<file path="src/rtl/ram_sdp_clr_if.sv">
// Purpose: port bundle for the clearable simple-dual-port RAM (write port, read port, clear control).
// Latency: none, wires only.
// Backpressure: none; busy from the RAM tells the requester that accesses are being dropped.
interface ram_sdp_clr_if #(
    parameter int A_WIDTH = 4,
    parameter int D_WIDTH = 8
);
    localparam int BE_WIDTH = (D_WIDTH + 7) / 8;

    logic                write_enable;
    logic [A_WIDTH-1:0]  address_write;
    logic [D_WIDTH-1:0]  data_write;
    logic [BE_WIDTH-1:0] byte_enable;
    logic                read_enable;
    logic [A_WIDTH-1:0]  address_read;
    logic [D_WIDTH-1:0]  data_read;
    logic                read_valid;
    logic                clear;
    logic                busy;

    // Requester side
    modport master (
        output write_enable, address_write, data_write, byte_enable,
        output read_enable, address_read, clear,
        input  data_read, read_valid, busy
    );

    // RAM side
    modport slave (
        input  write_enable, address_write, data_write, byte_enable,
        input  read_enable, address_read, clear,
        output data_read, read_valid, busy
    );
endinterface

</file>
<file path="src/rtl/ram_sdp_clr.sv">
// Purpose: simple-dual-port RAM with byte-lane writes and a sequential zeroing engine.
// Latency: read data/valid RD_LATENCY cycles after the request; a full clear takes 2**A_WIDTH cycles.
// Backpressure: none; while busy is high all user reads and writes are silently dropped.
module ram_sdp_clr #(
    parameter int A_WIDTH    = 4,
    parameter int D_WIDTH    = 8,
    parameter int RD_LATENCY = 1,   // 1 or 2
    parameter int RDW_MODE   = 0    // 0: old data, 1: new data on same-address collision
) (
    input  logic          clk,
    input  logic          rst_n,
    ram_sdp_clr_if.slave  bus
);
    localparam int DEPTH    = 2 ** A_WIDTH;
    localparam int BE_WIDTH = (D_WIDTH + 7) / 8;
    localparam logic [A_WIDTH-1:0] LAST_ADDR = A_WIDTH'(DEPTH - 1);

    typedef enum logic {
        CLEAR = 1'b0,
        IDLE  = 1'b1
    } state_t;

    state_t             state_q, state_d;
    logic [A_WIDTH-1:0] ptr_q, ptr_d;
    logic               clr_we;

    logic [D_WIDTH-1:0] mem [DEPTH];

    logic               user_wr, user_rd;
    logic [D_WIDTH-1:0] wmask;
    logic [D_WIDTH-1:0] wr_old, wr_new;
    logic [D_WIDTH-1:0] rd_word;

    logic               out_vld;
    logic [D_WIDTH-1:0] out_dat;
    logic               read_valid_q;
    logic [D_WIDTH-1:0] data_read_q;

    // Expand the lane mask to bit granularity; the top lane may be partial
    for (genvar i = 0; i < D_WIDTH; i++) begin : g_mask
        assign wmask[i] = bus.byte_enable[i / 8];
    end

    // User accesses only count while the clear engine is parked
    assign user_wr = (state_q == IDLE) && bus.write_enable;
    assign user_rd = (state_q == IDLE) && bus.read_enable;

    assign wr_old = mem[bus.address_write];
    assign wr_new = (wr_old & ~wmask) | (bus.data_write & wmask);

    // Collision handling: optionally forward the merged write word to the reader
    always_comb begin
        rd_word = mem[bus.address_read];
        if ((RDW_MODE == 1) && user_wr && (bus.address_write == bus.address_read)) begin
            rd_word = wr_new;
        end
    end

    // Clear FSM state and pointer; reset parks the engine at the start of a fresh clear
    always_ff @(posedge clk or negedge rst_n) begin
        if (!rst_n) begin
            state_q <= CLEAR;
            ptr_q   <= '0;
        end else begin
            state_q <= state_d;
            ptr_q   <= ptr_d;
        end
    end

    // Clear FSM next state: one word per cycle, single pass, clear pulses restart from zero
    always_comb begin
        state_d = state_q;
        ptr_d   = ptr_q;
        clr_we  = 1'b0;
        case (state_q)
            CLEAR: begin
                clr_we = 1'b1;
                if (bus.clear) begin
                    ptr_d = '0;
                end else begin
                    ptr_d = ptr_q + 1'b1;
                    if (ptr_q == LAST_ADDR) begin
                        state_d = IDLE;
                    end
                end
            end
            IDLE: begin
                if (bus.clear) begin
                    state_d = CLEAR;
                    ptr_d   = '0;
                end
            end
            default: begin
                state_d = CLEAR;
                ptr_d   = '0;
            end
        endcase
    end

    // Array write port; contents are never reset, only zeroed by the clear engine
    always_ff @(posedge clk) begin
        if (clr_we) begin
            mem[ptr_q] <= '0;
        end else if (user_wr) begin
            mem[bus.address_write] <= wr_new;
        end
    end

    // Optional extra pipeline stage between the array and the output register
    if (RD_LATENCY == 2) begin : g_lat2
        logic               p1_vld;
        logic [D_WIDTH-1:0] p1_dat;

        // Stage-1 read register
        always_ff @(posedge clk or negedge rst_n) begin
            if (!rst_n) begin
                p1_vld <= 1'b0;
                p1_dat <= '0;
            end else begin
                p1_vld <= user_rd;
                if (user_rd) begin
                    p1_dat <= rd_word;
                end
            end
        end

        assign out_vld = p1_vld;
        assign out_dat = p1_dat;
    end else begin : g_lat1
        assign out_vld = user_rd;
        assign out_dat = rd_word;
    end

    // Output register: data only moves on a valid beat so it holds between beats
    always_ff @(posedge clk or negedge rst_n) begin
        if (!rst_n) begin
            read_valid_q <= 1'b0;
            data_read_q  <= '0;
        end else begin
            read_valid_q <= out_vld;
            if (out_vld) begin
                data_read_q <= out_dat;
            end
        end
    end

    assign bus.read_valid = read_valid_q;
    assign bus.data_read  = data_read_q;
    assign bus.busy       = (state_q == CLEAR);
endmodule

</file>
<file path="src/flat_wrapper.sv">
// flat-port wrapper written by rule: the top's interface ports become plain ports
module ram_sdp_clr_flat 
#(
    parameter int A_WIDTH    = 4,
    parameter int D_WIDTH    = 8,
    parameter int RD_LATENCY = 1,            
    parameter int RDW_MODE   = 0                                                         
)
  (clk, rst_n, bus_write_enable, bus_address_write, bus_data_write, bus_byte_enable, bus_read_enable, bus_address_read, bus_clear, bus_data_read, bus_read_valid, bus_busy);
  ram_sdp_clr_if #(.A_WIDTH(A_WIDTH), .D_WIDTH(D_WIDTH)) bus_i ();
  input  logic clk;
  input  logic rst_n;
  input wire logic [$bits(bus_i.write_enable)-1:0] bus_write_enable;
  input wire logic [$bits(bus_i.address_write)-1:0] bus_address_write;
  input wire logic [$bits(bus_i.data_write)-1:0] bus_data_write;
  input wire logic [$bits(bus_i.byte_enable)-1:0] bus_byte_enable;
  input wire logic [$bits(bus_i.read_enable)-1:0] bus_read_enable;
  input wire logic [$bits(bus_i.address_read)-1:0] bus_address_read;
  input wire logic [$bits(bus_i.clear)-1:0] bus_clear;
  output wire logic [$bits(bus_i.data_read)-1:0] bus_data_read;
  output wire logic [$bits(bus_i.read_valid)-1:0] bus_read_valid;
  output wire logic [$bits(bus_i.busy)-1:0] bus_busy;
  assign bus_i.write_enable = bus_write_enable;
  assign bus_i.address_write = bus_address_write;
  assign bus_i.data_write = bus_data_write;
  assign bus_i.byte_enable = bus_byte_enable;
  assign bus_i.read_enable = bus_read_enable;
  assign bus_i.address_read = bus_address_read;
  assign bus_i.clear = bus_clear;
  assign bus_data_read = bus_i.data_read;
  assign bus_read_valid = bus_i.read_valid;
  assign bus_busy = bus_i.busy;
  ram_sdp_clr #(.A_WIDTH(A_WIDTH), .D_WIDTH(D_WIDTH), .RD_LATENCY(RD_LATENCY), .RDW_MODE(RDW_MODE)) u_core (.clk(clk), .rst_n(rst_n), .bus(bus_i));
endmodule
</file>
<file path="config.mk">
export PLATFORM = sky130hd
export DESIGN_NAME = ram_sdp_clr_flat
export DESIGN_NICKNAME = d
export VERILOG_FILES = /design/src/rtl/ram_sdp_clr_if.sv /design/src/rtl/ram_sdp_clr.sv /design/src/flat_wrapper.sv
export SDC_FILE = /design/constraint.sdc
export NUM_CORES = 1
export LEC_CHECK = 0
export CAP_MARGIN = 0
export CORE_MARGIN = 8
export CORE_UTILIZATION = 35
export CTS_CLUSTER_SIZE = 8
export DETAILED_ROUTE_END_ITERATION = 12
export PLACE_DENSITY = 0.52
export REMOVE_ABC_BUFFERS = 1
export SYNTH_ARGS = -nofsm -noshare
export SYNTH_HDL_FRONTEND = slang
export SYNTH_SLANG_ARGS = --single-unit
</file>
<file path="constraint.sdc">
create_clock -name clk -period 3.37 [get_ports clk]
set_input_delay 0.337 -clock clk [delete_from_list [all_inputs] [get_ports clk]]
set_output_delay 0.337 -clock clk [all_outputs]
set_load 0.05 [all_outputs]
</file>
Word level (Yosys, flattened, before mapping)
Memories as Yosys holds them, arrays and structs flattened. A register that Yosys moved wholly into a read port is not among the register bits. Index checks and enable logic that the tools add are counted.

Register bits: 6. Latch bits: 0. Memory bits (writable): 128. Memory bits (read-only): 0. Bits of input ports: 22. Output and inout bits: 10. Word-level logic and storage cells: 30. Memories kept: 1.

Memory list: u_core.mem (words 16, bits a word 8, rd ports 2, clocked after memory_dff 1, wr ports 1, RTL line ram_sdp_clr.sv:27) `logic [D_WIDTH-1:0] mem [DEPTH];`.

$add $sub $neg: 1. $mul: 0. Divide/modulo/power cells: 0. $lt $le $gt $ge: 0. Equal/unequal tests: 2. Shifts and indexed selects: 0. Multiplexer cells: 14. Bitwise gates (word level): 5. Reductions and logical operators: 4.

Operators with widths (number): bitwise AND 8 bit (2); two-way mux 4 bit (3); two-way mux 1 bit (8); two-way mux 8 bit (1); inverter 8 bit (1); OR 8 bit (1); case mux 4 bit (2 select lines) (1); OR reduction 8 bit (1); adder 4 x 1 -> 4 bit (second input constant) (1); == test 4 bit (second input constant) (1); logical AND 1 bit (2); inequality test 2 bit (second input constant) (1); case mux 1 bit (2 select lines) (1); logical NOT 1 bit (1); inverter 1 bit (1).

Longest topological paths before layout
Gate-level depths: netlist (run 1).

Depth after elaboration: 6. Depth in mapped cells: 8. Gate-level depth less buffers: 4.

Worst setup path after synthesis (run 1)
No wires, ideal clock.

Kind: in2reg. Start: input port bus_address_write[0]. End: memory u_core.mem[1][0] (enable). Setup time: 370 ps. Arrival time: 1625 ps. Data required time: 3000 ps. Path slack: 1375 ps. Stages: 7. Buffers on the path: 4. Cells stage by stage: buf_6 > buf_4 > buf_2 > buf_2 > nor3b_1 > a31oi_1 > nor2_1.

Cells in the longest elaborated chain, start to end: 1.

RTL lines: start, declared (RTL line flat_wrapper.sv:14) `input wire logic [$bits(bus_i.address_write)-1:0] bus_address_write;`; two-way mux 4 bit (no line); end, declared (RTL line ram_sdp_clr.sv:27).

Every way passes these cells.

Worst setup path in the final report (run 1)
Start: register u_core.state_q. End: memory u_core.mem[0][6] (data pin).

Cells in the longest elaborated chain, start to end: 6.

RTL lines: start, declared (RTL line ram_sdp_clr.sv:23) `state_t state_q, state_d;`; start signal, assigned (RTL line ram_sdp_clr.sv:65) `state_q <= state_d;`; logical AND 1 bit (RTL line ram_sdp_clr.sv:45) `assign user_wr = (state_q == IDLE) && bus.write_enable;`; two-way mux 1 bit (RTL line ram_sdp_clr.sv:104) `end else if (user_wr) begin`; two-way mux 1 bit (*) (RTL line ram_sdp_clr.sv:102) `if (clr_we) begin`; two-way mux 1 bit (not written as such) (*) (RTL line ram_sdp_clr.sv:105) `mem[bus.address_write] <= wr_new;`; OR reduction 8 bit (no line) (*); two-way mux 8 bit (no line) (*).

Mark *: on every way between the ends. The rest lies on a longest branch, timed or not.

==> results of run 1 <==
## synth_stat cells (all sizes together)
| master | n | area share, % |
|---|---|---|
| a2111oi | 8 | 1.0 |
| a211o | 8 | 1.0 |
| a211oi | 8 | 0.88 |
| a21oi | 11 | 0.81 |
| a22oi | 18 | 2.0 |
| a31oi | 7 | 0.64 |
| and2 | 1 | 0.092 |
| and3 | 1 | 0.092 |
| buf | 24 | 2.2 |
| clkbuf | 10 | 0.55 |
| dfrtp | 14 | 5.1 |
| edfxtp | 128 | 56 |
| ha | 1 | 0.18 |
| inv | 5 | 0.27 |
| mux2 | 16 | 2.6 |
| mux2i | 72 | 11 |
| mux4 | 16 | 5.3 |
| nand2 | 35 | 1.9 |
| nand2b | 2 | 0.18 |
| nand3 | 20 | 1.5 |
| nand4 | 7 | 0.64 |
| nor2 | 31 | 1.7 |
| nor2b | 20 | 1.8 |
| nor3 | 4 | 0.29 |
| nor3b | 3 | 0.33 |
| nor4 | 8 | 0.73 |
| o22ai | 8 | 0.73 |
| or3 | 2 | 0.18 |
| xnor2 | 1 | 0.13 |
| xor2 | 2 | 0.26 |
## power by group through the flow
stage	Combinational, W	Sequential (W)	Clock, W
after global routing	0.000423	0.00198	0.00194
after detailed placement	0.000399	0.00201	0
final	0.000399	0.00198	0.00185
after floorplan	0.000154	0.00205	0
after global placement	0.000398	0.00201	0
after CTS	0.000401	0.00198	0.00187
## sequential cells by signal, summed over array words and instances (netlist names)
signal,count
u_core.bus.data_read,8
u_core.mem,128
u_core.state_q,1
u_core.ptr_q,4
u_core.bus.read_valid,1
## kinds of logic (layout without fill, tap and decap cells)
kind of cell | after synthesis | in the layout | synth area share [%]
flip-flops | 142 | 142 | 61.4
AND/OR/NAND/NOR | 134 | 134 | 9.47
XOR/XNOR | 3 | 3 | 0.385
multiplexers | 104 | 104 | 18.5
AO/OA/AOI/OAI | 68 | 68 | 7.09
adder cells (fa/ha/maj) | 1 | 1 | 0.183
buffers and inverters | 39 | 99 | 3.00
## per-layer routing
layer / vias to the layer above / track usage (%) / wire length, µm
li1: 2015 / - / -
met1: 2308 / 22.1 / 8800
met2: 195 / 28.6 / 9950
met3: 36 / 3.10 / 1150
met4: 0 / 7.39 / 565
met5: - / 0 / 0
## layout make-up
cell class	count	share of cell area [%]
Multi-Input combinational cell	310	30.0
Sequential cell	142	51.7
Tap cell	265	4.09
Clock inverter	12	1.80
Inverter	5	0.231
Timing Repair Buffer	63	6.85
Clock buffer	19	5.34
## worst paths after layout
check | slack [ps] | start | end
min in group clk | 470 | u_core.bus.data_read[3]$_DFFE_PN0P_ | u_core.bus.data_read[3]$_DFFE_PN0P_
min | 470 | rst_n | u_core.bus.read_valid$_DFF_PN0_
min reg2reg | 470 | u_core.bus.data_read[3]$_DFFE_PN0P_ | u_core.bus.data_read[3]$_DFFE_PN0P_
max | 840 | u_core.state_q$_DFF_PN0_ | u_core.mem[0][6]$_DFFE_PP_
max in group asynchronous | 2280 | rst_n | u_core.bus.data_read[4]$_DFFE_PN0P_
max reg2reg | 840 | u_core.state_q$_DFF_PN0_ | u_core.mem[0][6]$_DFFE_PP_
## stage by stage
stage	cells	hold WS, ps	setup slack (ps)	instance area (µm²)	utilization (%)
global route	816	509	690	8110	41.9
detailed placement	785	470	607	7530	39.0
floorplan	457	41.4	1360	6640	-
finish	816	474	841	8110	41.9
global placement	785	468	661	7530	39.0
CTS	816	483	882	8110	41.9
==> summary.txt, run 1 <==
Run
  • Number of max-cap violations: 0

Critical path
  • Critical-path cell list: nand2_1 -> or3_1 -> nor4_1 -> a211o_1
  • Max stage delay on crit path: 620 ps
  • Worst-case reg-to-reg path depth: 4
  • CP Class: register to register
  • Cell count along the critical path: 4
  • CP max-delay cell: dfrtp_1
  • Crit start category: register
  • WP data arrival: 2700 ps
  • Crit-path leading delay family: simple AND/OR/NAND/NOR gates
  • Crit end category: register
  • Worst-path maximum fanout: 16
  • Worst Path Required: 3540 ps
  • WP buf/inv: 0

Layout
  • Fraction of layout cells with a size suffix above 1: 17.1%
  • N_diodes: 0
  • Most common cell after layout, fill and taps aside: edfxtp_1
  • Most frequent cells in the layout: edfxtp_1 (128), mux2i_1 (72), nand2_1 (35)
  • Reg area: approximately 4200 µm²
  • Fillers: 1753
  • Area occupied by multi-input gates: roughly 2400 µm²
  • P&R area growth vs syn: 18.7%
  • Fin nets: 562

Placement
  • Dpl hpwl: 12.6 mm
  • Final GP Congestion: between 0.7 and 0.8
  • IO Port Bufs: 31

Floorplanning
  • Core footprint: 19300 µm²
  • Initial core utilization: 35.3%
  • Ports: 32
  • Site Rows: 51
  • Die area: around 24000 µm²
  • Die Wd: 156 µm
  • Die Span Y: 156 µm

Synth
  • Netlist Area Pre-Place: ~7000 µm²
  • Netlist cell types: 35
  • Sequential area share after synthesis: 61.4%
  • #FFs+latches synth: 142
  • Synth warn: 0
  • Post-Syn Instances: 491
  • Avg Inst Size Synth: 13.9 µm²

Power
  • Clk pwr share: approximately 44%
  • Reg power frac: 46.8%
  • Power share of the combinational group: a little under a tenth
  • P per Cell Area: 521 nW/µm²
  • Leak: just over 3 nW
  • Switching Fraction: 22.9%
  • Overall power: 0.00422 W
  • Worst IR Drop VDD: 0.336 mV
  • Int Pwr: 0.00326 W
  • NetSw: 0.000966 W

Drt
  • Drt drc: 0
  • Routed len/inst: about 25 µm
  • First-pass DRT Iterations: 5
  • Post-route antenna net violation count: 0
  • Via Count: 4554
  • Total Wirelength: a little over 20 mm
  • 1st-iter DRT viols: 404
  • Vias per cell: 5.58

CTS
  • CTS tree: built
  • Hold buffers post-CTS: 0
  • TritonCTS Buffers: 17
  • CTS max path bufs: 2
  • Worst-Skew Late Latency: 420 ps
  • Sinks on Clock Net: 142
  • CTS-repair resized insts: 0
  • Postcts setup bufs: 0
  • Clock-pin slew on the worst setup and hold paths: 60 ps
  • CTS Root Buffer Type: clkbuf_16
  • Max H-tree Level: 4

Global routing
  • Global-route wire length before repair: 29.9 mm
  • Initial antenna violation count: 0
  • Total grt overflow: 0
  • Largest net degree at the start of global routing: 53
  • Number of global-route vias before repair: 4570
  • GRT Total Usage: 17.4%

STA
  • Period utilisation layout: between 70 and 80%
  • Final slew viol count: 0
  • Slew margin rel.: 32.4%
  • Endpoints failing hold: 0
  • Min Tclk post-route: around 2500 ps
  • Max frequency: 0.395 GHz
  • Least-Margin Pin Slew: 1010 ps
  • Fin Setup TNS: 0 ps
  • Final setup vio count: 0
  • Clock skew: roughly 4.6 ps
  • Unrepaired setup endpoints after global routing: false

Outcome
  • Status: completed

Worst hold path
  • HP Class: input pin to async pin
Note: power is estimated with default switching activity, not from simulation.
==> inputs of run 2 (changes only) <==
Settings changed: PLACE_DENSITY 0.52 to 0.54.
Clock period 3.37 ns to 2.3 ns, I/O delays scaled along.
==> run 2 against run 1 <==
- worst setup slack lost 520 ps
- critical path depth shrank 2
- non-clock buffer count grew 35
- die area is the same
- flip-flop and latch count is the same
- sequential power grew 46%
- first-iteration DRC count shrank 5.0%
- final area grew 5.7%
- count of clock-buffer cells in the layout grew 3
- total power grew 42%
- critical endpoint is now bus_busy
- largest cell class unchanged
==> summary.txt, run 2 (same netlist as run 1, synthesis figures left out) <==
Layout
  • Most common cell after layout, fill and taps aside: edfxtp_1
  • Final Core Density: 44.3% (+2.4 points)
  • P&R area growth vs syn: 25.5%
  • Most frequent cells in the layout: edfxtp_1 (128), mux2i_1 (72), buf_4 (48)
  • Number of flip-flops in the largest register: 128 (unchanged)
  • Fraction of layout cells with a size suffix above 1: 22.5% (+5.4 points)
  • Biggest register: u_core.mem
  • N_diodes: 0 (unchanged)
  • Fin nets: 597 (+6.2%)

STA
  • Least-Margin Pin Slew: 566 ps (-445 ps)
  • Period utilisation layout: 86.2%
  • Fin Setup TNS: 0 ps (unchanged)
  • Endpoints failing hold: 0 (unchanged)
  • Final setup vio count: 0 (unchanged)
  • Unrepaired setup endpoints after global routing: false
  • Min Tclk post-route: 1980 ps
  • Final slew viol count: 0 (unchanged)
  • Max frequency: 0.504 GHz
  • Clock skew: 8.63 ps (+4.08 ps)
  • Slew margin rel.: 62.3% (+30 points)

Critical path
  • WP data arrival: 1750 ps (-950 ps)
  • Worst Path Required: 2070 ps (-1470 ps)
  • Worst-case reg-to-reg path depth: 7 (+3)
  • CP Class: register to output port
  • Crit end category: output port
  • Crit start category: register
  • Worst-path maximum fanout: 7 (-9)

Drt
  • Post-route antenna net violation count: 0 (unchanged)
  • Routed len/inst: 23.5 µm (-6.3%)
  • First-pass DRT Iterations: 5 (unchanged)
  • Total Wirelength: 20.0 mm (-2.1%)
  • Vias per cell: 5.44 (-2.4%)
  • 1st-iter DRT viols: 384 (-5.0%)
  • Via Count: 4639 (+1.9%)
  • Drt drc: 0 (unchanged)

Outcome
  • Status: completed

Placement
  • Final GP Congestion: 0.811 (+3.2%)
  • Dpl hpwl: 13.2 mm (+4.8%)
  • IO Port Bufs: 31 (unchanged)

CTS
  • Sinks on Clock Net: 142 (unchanged)
  • Postcts setup bufs: 0 (unchanged)
  • CTS-repair resized insts: 0 (unchanged)
  • CTS max path bufs: 2 (unchanged)
  • CTS Root Buffer Type: clkbuf_16
  • Max H-tree Level: 4 (unchanged)
  • CTS tree: built
  • Worst-Skew Late Latency: 420 ps (about the same)
  • TritonCTS Buffers: 17 (unchanged)
  • Hold buffers post-CTS: 0 (unchanged)
  • Clock-pin slew on the worst setup and hold paths: 60 ps (about the same)

Power
  • Leak: 3.29 nW (+7.7%)
  • Worst IR Drop VDD: 0.473 mV (+41%)
  • P per Cell Area: 700 nW/µm² (+34%)

Worst hold path
  • HP Class: input pin to async pin

Floorplanning
  • Die Wd: 156 µm (unchanged)
  • Ports: 32 (unchanged)
  • Die area: 24200 µm² (unchanged)
  • Core footprint: 19300 µm² (unchanged)
  • Initial core utilization: 35.3% (unchanged)
  • Die Span Y: 156 µm (unchanged)
  • Site Rows: 51 (unchanged)

Run
  • Number of max-cap violations: 0 (unchanged)

Global routing
  • Number of global-route vias before repair: 4608 (+0.83%)
  • Initial antenna violation count: 0 (unchanged)
  • Largest net degree at the start of global routing: 28 (-47%)
  • GRT Total Usage: 17.1% (-0.25 points)
  • Total grt overflow: 0 (unchanged)
  • Global-route wire length before repair: 29.8 mm (-0.23%)
-- run 2: routing by layer --
| metal | share of wire (%) | global-route usage, % | up-vias |
|---|---|---|---|
| li1 | - | - | 2091 |
| met5 | 0 | 0 | - |
| met2 | 49 | 27.6 | 162 |
| met4 | 2.6 | 6.61 | 0 |
| met1 | 43 | 22.0 | 2349 |
| met3 | 5.8 | 4.04 | 37 |
-- run 2: worst paths after layout --
kind / start / endpoint / slack, ps
max in group asynchronous: rst_n / u_core.bus.data_read[4]$_DFFE_PN0P_ / 1730
max reg2reg: u_core.state_q$_DFF_PN0_ / u_core.mem[10][0]$_DFFE_PP_ / 440
min reg2reg: u_core.bus.data_read[7]$_DFFE_PN0P_ / u_core.bus.data_read[7]$_DFFE_PN0P_ / 480
min: rst_n / u_core.state_q$_DFF_PN0_ / 50
min in group clk: bus_address_read[1] / u_core.bus.data_read[6]$_DFFE_PN0P_ / 460
max: u_core.state_q$_DFF_PN0_ / bus_busy / 320
-- run 2: worst max-delay path, cell delays in order (launching register included) --
cell and delay, ps:
dfrtp_1 380, inv_2 120, clkdlybuf4s50_1 820
-- run 2: metrics by stage --
step / setup slack, ps / area (µm²) / hold slack, ps / instances / power (W)
6_report: 318 / 8570 / 51.2 / 852 / 0.00600
5_1_grt: 261 / 8570 / 62.0 / 852 / 0.00619
4_1_cts: 299 / 8570 / 40.8 / 852 / 0.00604
3_5_place_dp: 22.2 / 8030 / 474 / 820 / 0.00358
3_3_place_gp: 26.9 / 8030 / 466 / 820 / 0.00357
2_1_floorplan: 289 / 6640 / -65.6 / 457 / 0.00323
-- run 2: where the power goes --
part	total, W	switching (W)	internal, W
combinational	0.000624	0.000356	0.000267
clock	0.00248	0.00102	0.00145
sequential	0.00290	0.0000421	0.00286
total	0.00600	0.00142	0.00458
-- run 2: cell type report --
type | count | area (µm²)
Clock buffer | 22 | 474
Clock inverter | 10 | 66.3
Fill cell | 1723 | 10800
Inverter | 5 | 18.8
Multi-Input combinational cell | 310 | 2430
Sequential cell | 142 | 4190
Tap cell | 265 | 332
Timing Repair Buffer | 98 | 1060
